## src/rtl/ezrisc_pkg.sv

```systemverilog
// ezRISC control: opcodes, IR field positions, sequencer state encoding.
// MULDIV_EN: when defined, mul/div decode as their own class; else as nop.
package ezrisc_pkg;

    localparam int OP_HI = 31;
    localparam int OP_LO = 27;
    localparam int RA_HI = 26;
    localparam int RA_LO = 23;
    localparam int RB_HI = 22;
    localparam int RB_LO = 19;
    localparam int RC_HI = 18;
    localparam int RC_LO = 15;

    localparam logic [4:0] OP_LD   = 5'b00000;
    localparam logic [4:0] OP_LDI  = 5'b00001;
    localparam logic [4:0] OP_ST   = 5'b00010;
    localparam logic [4:0] OP_ADD  = 5'b00011;
    localparam logic [4:0] OP_SUB  = 5'b00100;
    localparam logic [4:0] OP_SHR  = 5'b00101;
    localparam logic [4:0] OP_SHL  = 5'b00110;
    localparam logic [4:0] OP_ROR  = 5'b00111;
    localparam logic [4:0] OP_ROL  = 5'b01000;
    localparam logic [4:0] OP_AND  = 5'b01001;
    localparam logic [4:0] OP_OR   = 5'b01010;
    localparam logic [4:0] OP_ADDI = 5'b01011;
    localparam logic [4:0] OP_ANDI = 5'b01100;
    localparam logic [4:0] OP_ORI  = 5'b01101;
    localparam logic [4:0] OP_MUL  = 5'b01110;
    localparam logic [4:0] OP_DIV  = 5'b01111;
    localparam logic [4:0] OP_NEG  = 5'b10000;
    localparam logic [4:0] OP_NOT  = 5'b10001;
    localparam logic [4:0] OP_BR   = 5'b10010;
    localparam logic [4:0] OP_JR   = 5'b10011;
    localparam logic [4:0] OP_NOP  = 5'b11001;
    localparam logic [4:0] OP_HALT = 5'b11010;

    typedef enum logic [3:0] {
        S_IDLE, S_T0, S_T1, S_T2, S_T3,
        S_T4, S_T5, S_T6, S_T7, S_HALT
    } state_t;

    typedef enum logic [3:0] {
        C_NOP, C_RALU, C_UNARY, C_IMM, C_LD,
        C_ST, C_BR, C_JR, C_MULDIV, C_HALT
    } op_class_t;

    function automatic op_class_t op_class(input logic [4:0] op);
        case (op)
            OP_ADD, OP_SUB, OP_AND, OP_OR,
            OP_SHR, OP_SHL, OP_ROR, OP_ROL: return C_RALU;
            OP_NEG, OP_NOT:                 return C_UNARY;
            OP_ADDI, OP_ANDI, OP_ORI,
            OP_LDI:                         return C_IMM;
            OP_LD:                          return C_LD;
            OP_ST:                          return C_ST;
            OP_BR:                          return C_BR;
            OP_JR:                          return C_JR;
`ifdef MULDIV_EN
            OP_MUL, OP_DIV:                 return C_MULDIV;
`endif
            OP_HALT:                        return C_HALT;
            default:                        return C_NOP;
        endcase
    endfunction

    // Immediate forms reuse the register-form ALU codes.
    function automatic logic [4:0] imm_alu(input logic [4:0] op);
        case (op)
            OP_ANDI: return OP_AND;
            OP_ORI:  return OP_OR;
            default: return OP_ADD;
        endcase
    endfunction

endpackage

```

## src/rtl/ezrisc_sel_encode.sv

```systemverilog
// Register select: picks ra/rb/rc and expands it to one-hot load/drive
// strobes, R0 on the MSB.
module ezrisc_sel_encode #(
    parameter int NUM_GPR = 16,
    parameter int RW      = $clog2(NUM_GPR)
) (
    input  logic [RW-1:0]      ra,
    input  logic [RW-1:0]      rb,
    input  logic [RW-1:0]      rc,
    input  logic               gra,
    input  logic               grb,
    input  logic               grc,
    input  logic               r_in,
    input  logic               r_out,
    output logic [NUM_GPR-1:0] gpr_in,
    output logic [NUM_GPR-1:0] gpr_out
);

    localparam logic [NUM_GPR-1:0] TOP = {1'b1, {(NUM_GPR-1){1'b0}}};

    logic [RW-1:0] sel;
    logic          hit;

    always_comb begin
        sel = '0;
        hit = 1'b1;
        unique case (1'b1)
            gra:     sel = ra;
            grb:     sel = rb;
            grc:     sel = rc;
            default: hit = 1'b0;
        endcase
    end

    assign gpr_in  = (hit && r_in)  ? (TOP >> sel) : '0;
    assign gpr_out = (hit && r_out) ? (TOP >> sel) : '0;

endmodule

```

## src/rtl/control_unit.sv

```systemverilog
// ezRISC hardwired control sequencer: fetch T0-T2, execute T3-T7 by opcode.
// MULDIV_EN: enables the mul/div sequence and the hi_in/lo_in/z_high_out strobes.
module control_unit
    import ezrisc_pkg::*;
#(
    parameter int NUM_GPR = 16,
    parameter int OP_W    = 5
) (
    input  logic               clk,
    input  logic               reset,
    input  logic               stop,
    input  logic [31:0]        ir,
    input  logic               con_ff,
    output logic [NUM_GPR-1:0] gpr_in,
    output logic [NUM_GPR-1:0] gpr_out,
    output logic               pc_in,
    output logic               pc_out,
    output logic               inc_pc,
    output logic               ir_in,
    output logic               y_in,
    output logic               z_in,
    output logic               z_high_out,
    output logic               z_low_out,
    output logic               mar_in,
    output logic               mdr_in,
    output logic               mdr_out,
    output logic               read,
    output logic               write,
    output logic               c_out,
    output logic               con_in,
    output logic               hi_in,
    output logic               lo_in,
    output logic [OP_W-1:0]    alu_op,
    output logic               run
);

    state_t    state, nxt;
    op_class_t cls;
    logic [4:0] op;
    logic gra, grb, grc, r_in, r_out, last;
    logic unused_ir;

    assign op  = ir[OP_HI:OP_LO];
    assign cls = op_class(op);
    assign unused_ir = ^ir[RC_LO-1:0];

    always_ff @(posedge clk or posedge reset) begin
        if (reset) state <= S_IDLE;
        else       state <= nxt;
    end

    always_comb begin
        nxt = state;
        last = 1'b0;
        {pc_in, pc_out, inc_pc, ir_in, y_in, z_in} = '0;
        {z_high_out, z_low_out, mar_in, mdr_in} = '0;
        {mdr_out, read, write, c_out, con_in} = '0;
        {hi_in, lo_in} = '0;
        {gra, grb, grc, r_in, r_out} = '0;
        alu_op = '0;
        run = 1'b1;
        case (state)
            S_IDLE: begin
                run = 1'b0;
                nxt = stop ? S_IDLE : S_T0;
            end
            S_HALT: run = 1'b0;
            S_T0: begin
                {pc_out, mar_in, inc_pc, z_in} = '1;
                nxt = S_T1;
            end
            S_T1: begin
                {z_low_out, pc_in, read, mdr_in} = '1;
                nxt = S_T2;
            end
            S_T2: begin
                {mdr_out, ir_in} = '1;
                if (cls == C_HALT)     nxt = S_HALT;
                else if (cls == C_NOP) last = 1'b1;
                else                   nxt = S_T3;
            end
            S_T3: begin
                nxt = S_T4;
                case (cls)
                    C_RALU, C_IMM, C_LD, C_ST:
                        {grb, r_out, y_in} = '1;
                    C_UNARY: begin
                        {grb, r_out, z_in} = '1;
                        alu_op = op;
                    end
                    C_BR: {gra, r_out, con_in} = '1;
                    C_JR: begin
                        {gra, r_out, pc_in} = '1;
                        last = 1'b1;
                    end
`ifdef MULDIV_EN
                    C_MULDIV: {gra, r_out, y_in} = '1;
`endif
                    default: last = 1'b1;
                endcase
            end
            S_T4: begin
                nxt = S_T5;
                case (cls)
                    C_RALU: begin
                        {grc, r_out, z_in} = '1;
                        alu_op = op;
                    end
                    C_UNARY: begin
                        {z_low_out, gra, r_in} = '1;
                        last = 1'b1;
                    end
                    C_IMM: begin
                        {c_out, z_in} = '1;
                        alu_op = imm_alu(op);
                    end
                    C_LD, C_ST: begin
                        {c_out, z_in} = '1;
                        alu_op = OP_ADD;
                    end
                    C_BR: {pc_out, y_in} = '1;
`ifdef MULDIV_EN
                    C_MULDIV: begin
                        {grb, r_out, z_in} = '1;
                        alu_op = op;
                    end
`endif
                    default: last = 1'b1;
                endcase
            end
            S_T5: begin
                nxt = S_T6;
                case (cls)
                    C_RALU, C_IMM: begin
                        {z_low_out, gra, r_in} = '1;
                        last = 1'b1;
                    end
                    C_LD, C_ST: {z_low_out, mar_in} = '1;
                    C_BR: begin
                        {c_out, z_in} = '1;
                        alu_op = OP_ADD;
                    end
`ifdef MULDIV_EN
                    C_MULDIV: {z_low_out, lo_in} = '1;
`endif
                    default: last = 1'b1;
                endcase
            end
            S_T6: begin
                nxt = S_T7;
                case (cls)
                    C_LD: {read, mdr_in} = '1;
                    C_ST: {gra, r_out, mdr_in} = '1;
                    C_BR: begin
                        if (con_ff) {pc_in, z_low_out} = '1;
                        last = 1'b1;
                    end
`ifdef MULDIV_EN
                    C_MULDIV: begin
                        {z_high_out, hi_in} = '1;
                        last = 1'b1;
                    end
`endif
                    default: last = 1'b1;
                endcase
            end
            S_T7: begin
                last = 1'b1;
                case (cls)
                    C_LD:    {mdr_out, gra, r_in} = '1;
                    C_ST:    write = 1'b1;
                    default: ;
                endcase
            end
            default: nxt = S_IDLE;
        endcase
        if (last) nxt = stop ? S_IDLE : S_T0;
    end

    ezrisc_sel_encode #(.NUM_GPR(NUM_GPR)) u_sel (
        .ra      (ir[RA_HI:RA_LO]),
        .rb      (ir[RB_HI:RB_LO]),
        .rc      (ir[RC_HI:RC_LO]),
        .gra     (gra),
        .grb     (grb),
        .grc     (grc),
        .r_in    (r_in),
        .r_out   (r_out),
        .gpr_in  (gpr_in),
        .gpr_out (gpr_out)
    );

endmodule

```

## config.mk

```make
export PLATFORM = sky130hd
export DESIGN_NAME = control_unit
export DESIGN_NICKNAME = d
export VERILOG_FILES = /design/src/rtl/ezrisc_pkg.sv /design/src/rtl/ezrisc_sel_encode.sv /design/src/rtl/control_unit.sv
export SDC_FILE = /design/constraint.sdc
export NUM_CORES = 1
export LEC_CHECK = 0
export CORE_MARGIN = 5
export CORE_UTILIZATION = 35
export DETAILED_ROUTE_END_ITERATION = 16
export PLACE_DENSITY = 0.8
export SLEW_MARGIN = 10
export SYNTH_ARGS = -nofsm -noshare
export SYNTH_HDL_FRONTEND = slang
export SYNTH_SLANG_ARGS = --single-unit
```

## constraint.sdc

```tcl
create_clock -name clk -period 4 [get_ports clk]
set_input_delay 0.8 -clock clk [delete_from_list [all_inputs] [get_ports clk]]
set_output_delay 0.8 -clock clk [all_outputs]
set_load 0.05 [all_outputs]
```

# Yosys cells after proc, flatten, opt, wreduce, memory -nomap -nowiden
# Memory sizes are Yosys's and may differ from the RTL's.
# Cells that the tools add are included.
# W data, S select, Z words.
# classes
shifts,1
n_eq_ne,21
reduce_logical,18
mux,56
# ops
cell,n
$pmux W4 S9,1
$eq A4 B3 Y1 const B,8
$mux W16,2
$mux W1,30
$pmux W5 S3,2
$eq A4 B2 Y1 const B,4
$shr A16 B4 Y16 const A,1
$pmux W1 S2,7
$eq A4 B4 Y1 const B,3
$mux W4,3
$pmux W4 S3,1
$eq A5 B4 Y1 const B,2
$reduce_or A2 Y1,5
$reduce_or A5 Y1,2
$pmux W1 S3,3
$reduce_or A3 Y1,3
$eq A4 B1 Y1 const B,2
$logic_not A4 Y1,2
$pmux W1 S4,2
$pmux W4 S2,1
$reduce_or A7 Y1,1
$pmux W1 S6,1
$reduce_or A6 Y1,1
$mux W5,1
other kinds (7),8
# totals
out_inout_bits,55
mem_bits_ro,128
register_bits,4
input_bits,36
wordCells,98
mem_count,1
# memory_table
memory,words,width,rd,rd_ports_with_merged_regs,wr,line,source
(name not given),32,4,1,0,0,ezrisc_pkg.sv:48,case (op)

# Logic depth before layout (Yosys ltp)
# An unclocked memory read counts as a cell.
# logic_depth
depth_word,9
mapped_depth,7
depth_no_buf,5

# By module
# From an unflattened synthesis, not the netlist that was laid out.
# unflattened
cells_unflattened,193
area_unflattened_um2,1164.9
# modules_own_cells
mod,cells_each,area_each_um2,seq_area_each_um2,instances
control_unit,141,885.8,100.1,1
ezrisc_sel_encode,52,279.0,0.0,1

# Worst setup path before layout
# Ideal clock, no wire load.
# synth_timing
path_kind,input to output
start,input port ir[31]
end,output port gpr_out[10]
required_ns,3.200
path_slack_ns,-0.620
path_buffers,1
stages,6
arrival_ns,3.820
cell_sequence,buf_4 or4b_4 nor3_1 a2111oi_4 o21a_1 nor4_1
# synth_via
elab_chain_cells,9
word_cells_on_any_way,30
cone_classes,7 x eq/ne; 1 x shift; 15 x mux; 6 x reduce/logical; 1 x memory
# synth_rtl
element,line,source
from (decl),control_unit.sv:12,"input logic [31:0] ir,"
$mem_v2 Z32 W4 (*),-,
"parallel branches: the longest is 7 deep, another holds $shr A16 B4 Y16",-,
$mux W16 (*),ezrisc_sel_encode.sv:36,assign gpr_out = (hit && r_out) ? (TOP >> sel) : '0;
to (decl),control_unit.sv:15,"output logic [NUM_GPR-1:0] gpr_out,"
# Every way passes the cells marked *.

# Worst setup path in the final report
# layout_timing
start,input port ir[31]
end,output port gpr_out[7]
# Same word-level chain as after synthesis.

==> key figures <==
Status
  – Status: finished with violations
  – Violated checks: setup timing

Detailed routing
  – Post-route ant nets: 0
  – First-pass DRT Iterations: 5
  – Routed via count: 2411
  – WL final: 8960 microns
  – Vias per cell: between 6 and 7
  – Initial detailed-routing violation count: 331
  – Post-DR wirelength/cell: 24.8 microns
  – DRC Markers: 0

Clock network
  – Skew-Pair Late Insertion Delay: 220 ps
  – # hold bufs at CTS: 0
  – Clock Path Buffers: 2
  – Total clock buffers created by CTS: 3
  – CTS tree: built
  – Clock sink count: 4
  – CTS H-tree lvls: 1
  – Root Buffer: clkbuf_8
  – Clock slew at reported path FFs: about 30 ps

Power
  – Worst vdd ir: a little under 600 uV
  – Power density cells: 402 mW/mm^2
  – Design Power: between 0.001 and 0.0015 W
  – Leakage: 1.24 nW

Timing
  – Relative slew slack: 65.3%
  – Minimum clock period: between 4000 and 5000 ps
  – Final period utilization: 101%
  – Setup violators final: 2
  – Final hold vios: 0
  – FMAX: 247 MHz
  – Layout Skew: between 0.15 and 0.2 ps
  – Worst-Margin Slew: a little over 500 ps
  – Setup ws final: -43.6 ps
  – Max-slew violation count: 0

Place
  – IO Port Bufs: just over 70
  – Final Wtd Congestion: between 0.9 and 1
  – Setup slack at placement: -330 ps
  – Dpl hpwl: around 5200 microns

Floorplanning
  – Die W: 72.6 microns
  – Core Rows: 22
  – Initial Util: 36.7%
  – Die area: 0.00527 sq mm
  – I/O pins: between 90 and 100
  – Core area: 0.00374 sq mm
  – Die height: 72.6 microns

Yosys
  – Post-Syn Area: between 0.001 and 0.0015 sq mm
  – Post-Synthesis Cells: 207
  – Ys async rst share: 100%
  – Yosys warning count: 0
  – Avg Inst Size Synth: 6.63 sq um
  – Ys flop type: dfrtp_1
  – Post-synth top area cell: nor3_1
  – Post-synth top cells: 26 x nor2_1, 24 x nor3_1, 13 x a21oi_1, 13 x nor4_1, 10 x nand2_1
  – Post-synthesis sequential area ratio: 7.29%
  – Share of the synthesized area in the top cell type: 8.75%
  – Cell with the most instances after synthesis: nor2_1
  – Post-synth EDFFs: 0
  – #FFs+latches synth: 4
  – Unique masters post-synth: 59
  – Synth top area cells: nor3_1 8.8%, dfrtp_1 7.3%, nor2_1 7.1%, nor4_1 5.9%, a21oi_1 4.7%

Finish
  – Max reg flops: 4
  – Largest regs: state (4)
  – # diodes: 0
  – Number of nets in the final layout: 351
  – Largest Register: state
  – Area Growth Syn to Fin: 139%
  – Share of post-route cells with drive strength above 1: 50.2%

Worst setup path
  – CP max FO: 8
  – Slowest cell delay on critical path: 490 ps
  – CP Class: input port to output pin
  – Crit. End Element: output pin
  – Slowest library cell on the worst path: or3_1
  – Critical-path cell list: clkdlybuf4s15_1 > or3_1 > nor4_4 > buf_4 > a2111oi_4 > buf_6 > buf_4 > o21a_4 > nor4_4 > buf_12
  – CP Data Arrival Time: 3240 ps
  – Startpoint types: input port
  – CP required: 3200 ps

Global routing
  – Largest net degree at the start of global routing: 22
  – Gr usage total: 32.2%
  – Vias in the first global route: 2432
  – Initial antenna violation count: 0
  – First-pass GRT wire length: 13200 microns
  – Total grt overflow: 0

Run
  – Max-capacitance violation count: 0

Min path
  – Hold Crit Class: register to register
[report_power, final]
| group | internal, W | switching (W) | total (W) |
|---|---|---|---|
| registers | 0.0000589 | 0.0000770 | 0.000136 |
| clock network | 0.0000642 | 0.0000211 | 0.0000853 |
| logic | 0.000428 | 0.000668 | 0.00110 |
| total | 0.000551 | 0.000767 | 0.00132 |
[cells in the final DEF (no fill, tap or decap), types with 4 or more instances in the layout]
cell type and count:
buf_12 49, buf_4 45, nor2_1 26, clkdlybuf4s50_1 18, nor3_2 15, a21oi_1 12
nand2_1 10, nor4_4 10, inv_1 9, nor3_1 8, o21ai_0 7, or3_1 6
nand2b_1 6, nand3_1 5, and2_1 4, a31oi_1 4, o21a_4 4
[critical path, delay by kind of cell]
kind            cells  cell delay (ps)
compound gates      2              300
buf+inv             5             1020
simple gates        3             1110
[final cells by class]
type | instances | area, sq um
inverter | 9 | 33.8
sequential | 4 | 101
fill | 171 | 468
clock buffer | 3 | 41.3
tap | 48 | 60.1
multi-input combinational | 179 | 1500
timing repair buffer | 118 | 1540
[path summary, 6_finish.rpt]
path	slack (ps)	startpoint	end	cells after the start
worst max-delay path	-40	ir[31]	gpr_out[7]	10
max in group asynchronous	3080	reset	state[0]	2
worst max register to register	2030	state[1]	state[0]	5
min in group asynchronous	760	reset	state[2]	2
worst min register to register	730	state[3]	state[2]	1
worst min-delay path	730	state[3]	state[2]	1
[what timing repair did]
action,4_1_cts,5_1_grt
setup buffers,4,0
cloned,1,0
endpoints found under the setup margin,32,32
pin swaps,6,5
gates resized for setup,31,20
hold endpoints to repair,0,0
[per-layer routing]
| metal | track usage (%) | share of wire [%] |
|---|---|---|
| met1 | 36.7 | 34 |
| met2 | 56.3 | 48 |
| met3 | 3.44 | 9.4 |
| met4 | 21.1 | 8.4 |
| met5 | 0 | 0 |
[per-stage QoR]
stage	hold WS (ps)	instances	setup TNS (ps)	cell area, sq um	utilization [%]
final	730	361	-50.4	3280	87.5
after global routing	774	361	-10.4	3280	87.5
after CTS	720	361	0	3210	85.8
after detailed placement	720	353	-5330	2950	78.8
after global placement	682	353	-2430	2950	78.8
after floorplan	566	209	-4250	1480	-
[cells by family (layout without fill, tap and decap cells)]
kind of cell | Yosys count | count (layout) | share of synthesized area, %
flip-flops | 4 | 4 | 7.29
buffers and inverters | 27 | 130 | 9.94
XOR/XNOR | 1 | 1 | 0.638
multiplexers | 3 | 3 | 2.19
other | 1 | 3 | 0.273
AND/OR/NAND/NOR | 116 | 116 | 48.3
AO/OA/AOI/OAI | 55 | 56 | 31.4
(Power assumes the default switching activity.)
